File: src/rtl/uart_tx_serializer.sv
// UART transmit serializer: pops words from an upstream FIFO and shifts them out
// as 8N1-style frames (start, WIDTH data bits LSB first, optional parity, stop).
module uart_tx_serializer #(
  parameter int CLKS_PER_BIT = 868,
  parameter int WIDTH        = 8,
  parameter int PARITY_EN    = 0,
  parameter int PARITY_ODD   = 0
) (
  input  logic             clk,
  input  logic             rst,
  input  logic [WIDTH-1:0] fifo_data,
  input  logic             fifo_empty,
  output logic             fifo_rd_en,
  output logic             tx,
  output logic             busy,
  output logic             tx_done
);

  localparam int CNT_W = $clog2(CLKS_PER_BIT);
  localparam int IDX_W = (WIDTH > 1) ? $clog2(WIDTH) : 1;
  localparam logic [CNT_W-1:0] CNT_MAX = CNT_W'(CLKS_PER_BIT - 1);
  localparam logic [IDX_W-1:0] IDX_MAX = IDX_W'(WIDTH - 1);

  typedef enum logic [2:0] {
    S_IDLE   = 3'd0,
    S_START  = 3'd1,
    S_DATA   = 3'd2,
    S_PARITY = 3'd3,
    S_STOP   = 3'd4
  } state_t;

  state_t           r_state;
  state_t           w_state_n;
  logic [CNT_W-1:0] r_cnt;
  logic [CNT_W-1:0] w_cnt_n;
  logic [IDX_W-1:0] r_idx;
  logic [IDX_W-1:0] w_idx_n;
  logic [WIDTH-1:0] r_shift;
  logic [WIDTH-1:0] w_shift_n;
  logic             r_par;
  logic             w_par_n;
  logic             r_tx;
  logic             w_tx_n;
  logic             w_pop;
  logic             w_done;
  logic             w_last;

  // The baud counter only ever reaches CNT_MAX at the end of a bit, so a bit
  // boundary and a state change always coincide with the counter restarting.
  assign w_last = (r_cnt == CNT_MAX);

  // State register plus all datapath registers; tx is registered from the
  // value the next state will present so the line never glitches.
  always_ff @(posedge clk) begin
    if (rst) begin
      r_state <= S_IDLE;
      r_cnt   <= '0;
      r_idx   <= '0;
      r_shift <= '0;
      r_par   <= 1'b0;
      r_tx    <= 1'b1;
    end else begin
      r_state <= w_state_n;
      r_cnt   <= w_cnt_n;
      r_idx   <= w_idx_n;
      r_shift <= w_shift_n;
      r_par   <= w_par_n;
      r_tx    <= w_tx_n;
    end
  end

  // Next-state, counter, shift and line-level decode for the frame sequence.
  always_comb begin
    w_state_n = r_state;
    w_cnt_n   = r_cnt + 1'b1;
    w_idx_n   = r_idx;
    w_shift_n = r_shift;
    w_par_n   = r_par;
    w_tx_n    = r_tx;
    w_pop     = 1'b0;
    w_done    = 1'b0;
    unique case (r_state)
      S_IDLE: begin
        w_cnt_n = '0;
        w_idx_n = '0;
        w_tx_n  = 1'b1;
        // The word and its parity are captured at the pop; FIFO activity
        // later in the frame cannot touch what is being sent.
        if (!fifo_empty) begin
          w_pop     = 1'b1;
          w_shift_n = fifo_data;
          w_par_n   = (^fifo_data) ^ (PARITY_ODD != 0);
          w_state_n = S_START;
          w_tx_n    = 1'b0;
        end
      end
      S_START: begin
        if (w_last) begin
          w_cnt_n   = '0;
          w_idx_n   = '0;
          w_state_n = S_DATA;
          w_tx_n    = r_shift[0];
        end
      end
      S_DATA: begin
        if (w_last) begin
          w_cnt_n = '0;
          if (r_idx == IDX_MAX) begin
            if (PARITY_EN != 0) begin
              w_state_n = S_PARITY;
              w_tx_n    = r_par;
            end else begin
              w_state_n = S_STOP;
              w_tx_n    = 1'b1;
            end
          end else begin
            w_idx_n   = r_idx + 1'b1;
            w_shift_n = r_shift >> 1;
            w_tx_n    = w_shift_n[0];
          end
        end
      end
      S_PARITY: begin
        if (w_last) begin
          w_cnt_n   = '0;
          w_state_n = S_STOP;
          w_tx_n    = 1'b1;
        end
      end
      S_STOP: begin
        w_tx_n = 1'b1;
        if (w_last) begin
          w_cnt_n   = '0;
          w_done    = 1'b1;
          w_state_n = S_IDLE;
        end
      end
      default: begin
        w_state_n = S_IDLE;
        w_cnt_n   = '0;
        w_tx_n    = 1'b1;
      end
    endcase
  end

  // Pop is masked by reset so nothing leaves the FIFO while the block is held.
  assign fifo_rd_en = w_pop & ~rst;
  assign busy       = (r_state != S_IDLE) | fifo_rd_en;
  assign tx_done    = w_done & ~rst;
  assign tx         = r_tx;

endmodule

File: config.mk
export PLATFORM = sky130hd
export DESIGN_NAME = uart_tx_serializer
export DESIGN_NICKNAME = d
export VERILOG_FILES = /design/src/rtl/uart_tx_serializer.sv
export SDC_FILE = /design/constraint.sdc
export NUM_CORES = 1
export LEC_CHECK = 0
export CAP_MARGIN = 0
export CORE_ASPECT_RATIO = 0.75
export CORE_UTILIZATION = 54
export CTS_CLUSTER_DIAMETER = 80
export DETAILED_ROUTE_END_ITERATION = 12
export PLACE_DENSITY = 0.81
export REMOVE_ABC_BUFFERS = 1
export SLEW_MARGIN = 20
export SYNTH_ARGS = -nofsm -noshare
export SYNTH_HDL_FRONTEND = slang
export SYNTH_SLANG_ARGS = --single-unit
File: constraint.sdc
create_clock -name clk -period 2.4 [get_ports clk]
set_input_delay 0.36 -clock clk [delete_from_list [all_inputs] [get_ports clk]]
set_output_delay 0.36 -clock clk [all_outputs]
set_load 0.02 [all_outputs]
# == Yosys cells after proc, flatten, opt, wreduce, memory -nomap -nowiden ==
# Index checks and enable logic that the tools add are counted.
# classes
bitwise,5
eq_ne,13
n_addsub,2
n_reduce_logical,10
n_mux,24
# ops
operator,n
3-bit 2-to-1 mux,8
8-bit 2-to-1 mux,3
8-bit case mux with 2 select lines,1
3-bit case mux with 5 select lines,1
2-bit != test (second input constant),7
10-bit by 1-bit adder with 10-bit output (second input constant),1
10-bit == test (second input constant),1
1-bit 2-to-1 mux,9
3-bit case mux with 3 select lines,1
4-bit AND reduction,2
3-bit by 2-bit == test with 1-bit output (second input constant),2
3-bit == test (second input constant),2
6-bit AND reduction,1
3-bit nonzero test,2
1-bit case mux with 4 select lines,1
4-bit OR reduction,1
3-bit by 1-bit adder with 3-bit output (second input constant),1
3-bit by 1-bit == test with 1-bit output (second input constant),1
3-bit zero test,1
3-bit AND reduction,1
3-bit OR reduction,1
1-bit bitwise AND,2
1-bit NOT,2
2-bit nonzero test,1
1-bit OR,1
# totals
output_inout_bits,4
input_bits,11
reg_bits,25

# == Depth between registers and ports, before layout ==
# logic_depth
word_depth,4
mapped_depth,6
mapped_depth_nobuf,5

# == Worst setup path before layout ==
# No wires, ideal clock.
# synth_timing
kind,reg2reg
startpoint,register r_cnt[0]
endpoint,register r_shift[0]
path_buffers,1
stages_incl_launch_ff,7
setup_ps,121
required_ps,2279
setup_slack_ps,522
arrival_ps,1757
cell_sequence,dfxtp_1 ha_1 and4_1 nand4_1 buf_2 o31ai_4 mux2_2
# synth_via
elab_chain_cells,3
# synth_lines
item,line,rtl
"start, declared",34,logic [CNT_W-1:0] r_cnt;
"start signal, assigned",64,r_cnt <= w_cnt_n;
10-bit == test,50,assign w_last = (r_cnt == CNT_MAX);
2-bit != test (no line),--,
4-bit AND reduction (no line),--,
"end signal, assigned",66,r_shift <= w_shift_n;
"end, declared",38,logic [WIDTH-1:0] r_shift;
# No other way between the ends.
# A chain may end at the register's enable or synchronous reset.

# == Worst setup path in the final report ==
# layout_timing
startpoint,register r_state[0]
endpoint,output port busy
# layout_via
elab_chain_cells,4
elab_cells_between_ends,5
classes_between,mux: 1; bitwise: 2; reduce/logical: 2
# layout_lines
item,line,rtl
"start, declared",32,state_t r_state;
"start signal, assigned",63,r_state <= w_state_n;
3-bit zero test,82,unique case (r_state)
1-bit 2-to-1 mux,82,
1-bit bitwise AND,147,assign fifo_rd_en = w_pop & ~rst;
1-bit OR *,148,assign busy = (r_state != S_IDLE) | fifo_rd_en;
"end, declared",15,"output logic busy,"
# Mark *: on every way between the ends. The rest lies on a longest branch, timed or not.

==> results.sh <==
export IMPL_period_share_pct=92.8
export IMPL_numClockSinks=25
export IMPL_final_antenna_net_count=0
export IMPL_synth_ff_latch_count=25
export IMPL_die_h_um=44.1
export IMPL_hpwl_mm=1.92
export IMPL_portBuffers=14
export IMPL_cts_hold_fix_buffers=0
export IMPL_fillers=184
export IMPL_clk_pin_slew_worst_paths_ns=0.14
export IMPL_yosys_area_top_type="dfxtp_1"
export IMPL_synthTopCellsByCount="nor2_1 (29), dfxtp_1 (25), nand2_1 (12), mux2i_1 (10)"
export IMPL_grt_overflow=0
export IMPL_powerDensity_nw_per_um2=493
export IMPL_antenna_cells=0
export IMPL_synth_distinct_cells=33
export IMPL_avgSynthCellArea_sq_um=8.70
export IMPL_cpPeakStageDelay_ns=0.57
export IMPL_reg2reg_to="r_shift[1]$_SDFFE_PP0P_"
export IMPL_die_x_um=58.2
export IMPL_reg2reg_from="r_cnt[0]$_SDFF_PP0_"
export IMPL_crit_chain="nor3_1 > o21ai_0 > clkdlybuf4s50_1"
export IMPL_clock_skew_ns=0.00931
export IMPL_viasPerCell=5.46
export IMPL_yosys_warnings=0
export IMPL_async_flop_share_pct=0
export IMPL_post_route_min_period_ns=2.23
export IMPL_cts_inserted_buffers=3
export IMPL_hp_class="reg2reg"
export IMPL_hold_violations=0
export IMPL_worstPathArrival_ns=1.87
export IMPL_yosysMostFrequentCell="nor2_1"
export IMPL_antenna_found_initial=0
export IMPL_die_area_sq_um=2570
export IMPL_maxCapViolations=0
export IMPL_globalplace_congestion=0.857
export IMPL_rsz0062_at_grt="no"
export IMPL_grt_pass1_vias=1008
export IMPL_critical_path_class="reg2out"
export IMPL_grt_usage_pct=22.6
export IMPL_drc_errors=0
export IMPL_fin_setup_tns_ns=0
export IMPL_core_sq_um=2120
export IMPL_slew_headroom_pct=69.2
export IMPL_cp_max_fo=11
export IMPL_wire_per_inst_um=12.9
export IMPL_start_util_pct=60.3
export IMPL_start_kind="register"
export IMPL_synth_area_leaders="dfxtp_1 (39%), nor2_1 (8.5%), mux2i_1 (7.8%)"
export IMPL_leakagePower_uw=0.000584
export IMPL_crit_slowest_cell="clkdlybuf4s50_1"
export IMPL_drt_iter0_markers=38
export IMPL_cts_tree="built"
export IMPL_tightest_slew_ns=0.462
export IMPL_pin_count=15
export IMPL_postCtsSetupBuffers=0
export IMPL_areaGrowthSynthToFinish_pct=14.4
export IMPL_vias=1048
export IMPL_num_nets_final=175
export IMPL_ir_drop_mv=0.398
export IMPL_h_tree_depth=1
export IMPL_end_kind="primary output"
export IMPL_setup_violations=0
export IMPL_startpoint="r_state[0]$_SDFFE_PP0P_"
export IMPL_rr_worst_depth=6
export IMPL_fmax_mhz=449
export IMPL_cts_buffer_depth=2
export IMPL_synthCells=147
export IMPL_ys_seq_area_share_pct=39.1
export IMPL_synth_edf_count=0
export IMPL_synth_top_area_share_pct=39.1
export IMPL_hold_ws_ns=0.493
export IMPL_grt_pass1_wl_mm=4.44
export IMPL_clk_latency_ns=0.32
export IMPL_rrSetupSlack_ns=0.23
export IMPL_drtPass1Iterations=6
export IMPL_synth_area_sq_um=1280
export IMPL_status="complete, no violations"
export IMPL_cts_root_buf="clkbuf_4"
export IMPL_cp_endpoint="busy"
export IMPL_slew_viol_final=0
export IMPL_grt_max_degree=22
export IMPL_critPathRequiredTime_ns=2.04
export IMPL_drive_gt1_share_pct=10.0
export IMPL_yosys_most_used_dff="dfxtp_1"
export IMPL_rows=14
export IMPL_wl_mm=2.48
per-layer routing:
layer	vias up	global-route usage [%]	wire [um]
met1	483	31.9	1240
met2	33	35.9	1080
li1	530	-	-
met3	2	5.26	140
met5	-	0	0
met4	0	4.29	10
per-stage QoR:
stage / utilization (%) / std cells / area (sq um) / worst slack [ns] / power [uW]
finish: 69.0 / 192 / 1460 / 0.174 / 721
global route: 69.0 / 192 / 1460 / 0.0863 / 752
CTS: 69.0 / 192 / 1460 / 0.179 / 727
detailed placement: 67.7 / 188 / 1430 / 0.235 / 538
global placement: 67.7 / 188 / 1430 / 0.266 / 535
floorplan: - / 139 / 1230 / 0.368 / 495
repair_timing:
item                                   4_1_cts  5_1_grt
gates resized for setup                      1        0
endpoints found under the hold margin        0        0
setup endpoints to repair                    1        0
worst max-delay path, delay by kind of cell (launching register included):
| kind | cells | cell delay [ns] |
|---|---|---|
| buffers and inverters | 1 | 0.57 |
| and+or+nand+nor | 1 | 0.39 |
| AOI/OAI and AO/OA | 1 | 0.16 |
| DFF | 1 | 0.43 |
cell families (layout without fill, tap and decap cells):
family | Yosys count | count (layout) | synth area share [%]
AO/OA/AOI/OAI | 12 | 12 | 7.24
XOR/XNOR | 8 | 8 | 5.48
adder cells (fa/ha/maj) | 3 | 3 | 2.94
buffers and inverters | 11 | 24 | 4.60
flip-flops | 25 | 25 | 39.1
multiplexers | 17 | 17 | 14.0
AND/OR/NAND/NOR | 71 | 71 | 26.6
layout by cell type (no fill, tap or decap), drive strengths merged, types with 3 or more instances in the layout:
master,n
nor2,29
mux2,7
o21ai,3
inv,3
ha,3
dfxtp,25
buf,3
nor2b,7
nor3,5
xnor2,6
nand3,5
clkdlybuf4s50,13
mux2i,10
clkbuf,3
nand2,12
flip-flops by register name (all words and copies together) (netlist names):
signal / cells
r_shift: 8
tx: 1
r_idx: 3
r_state: 3
r_cnt: 10
how the worst min path moves through the flow:
stage / from / endpoint / slack, ns / cells past startpoint
after floorplan: r_cnt[0]$_SDFF_PP0_ / r_cnt[0]$_SDFF_PP0_ / 0.43 / 1
after global placement: r_cnt[0]$_SDFF_PP0_ / r_cnt[0]$_SDFF_PP0_ / 0.45 / 1
after detailed placement: r_cnt[0]$_SDFF_PP0_ / r_cnt[0]$_SDFF_PP0_ / 0.47 / 1
after CTS: r_idx[0]$_SDFFE_PP0P_ / r_idx[0]$_SDFFE_PP0P_ / 0.49 / 2
after global routing: r_cnt[0]$_SDFF_PP0_ / r_cnt[0]$_SDFF_PP0_ / 0.53 / 1
final: r_idx[0]$_SDFFE_PP0P_ / r_idx[0]$_SDFFE_PP0P_ / 0.49 / 2
power by group:
group	switching (uW)	total (uW)	internal (uW)
combinational	40.8	89.1	48.3
sequential	11.4	440	429
clock	128	191	63.7
area by class of cell:
| type | instances | area (sq um) | share of cell area (%) |
|---|---|---|---|
| multi-input combinational | 111 | 719 | 49.2 |
| clock buffer | 3 | 22.5 | 1.54 |
| sequential | 25 | 500 | 34.2 |
| tap | 32 | 40.0 | 2.74 |
| clock inverter | 1 | 7.51 | 0.513 |
| timing repair buffer | 17 | 161 | 11.0 |
| inverter | 3 | 11.3 | 0.770 |
Note: power is estimated with default switching activity, not from simulation.
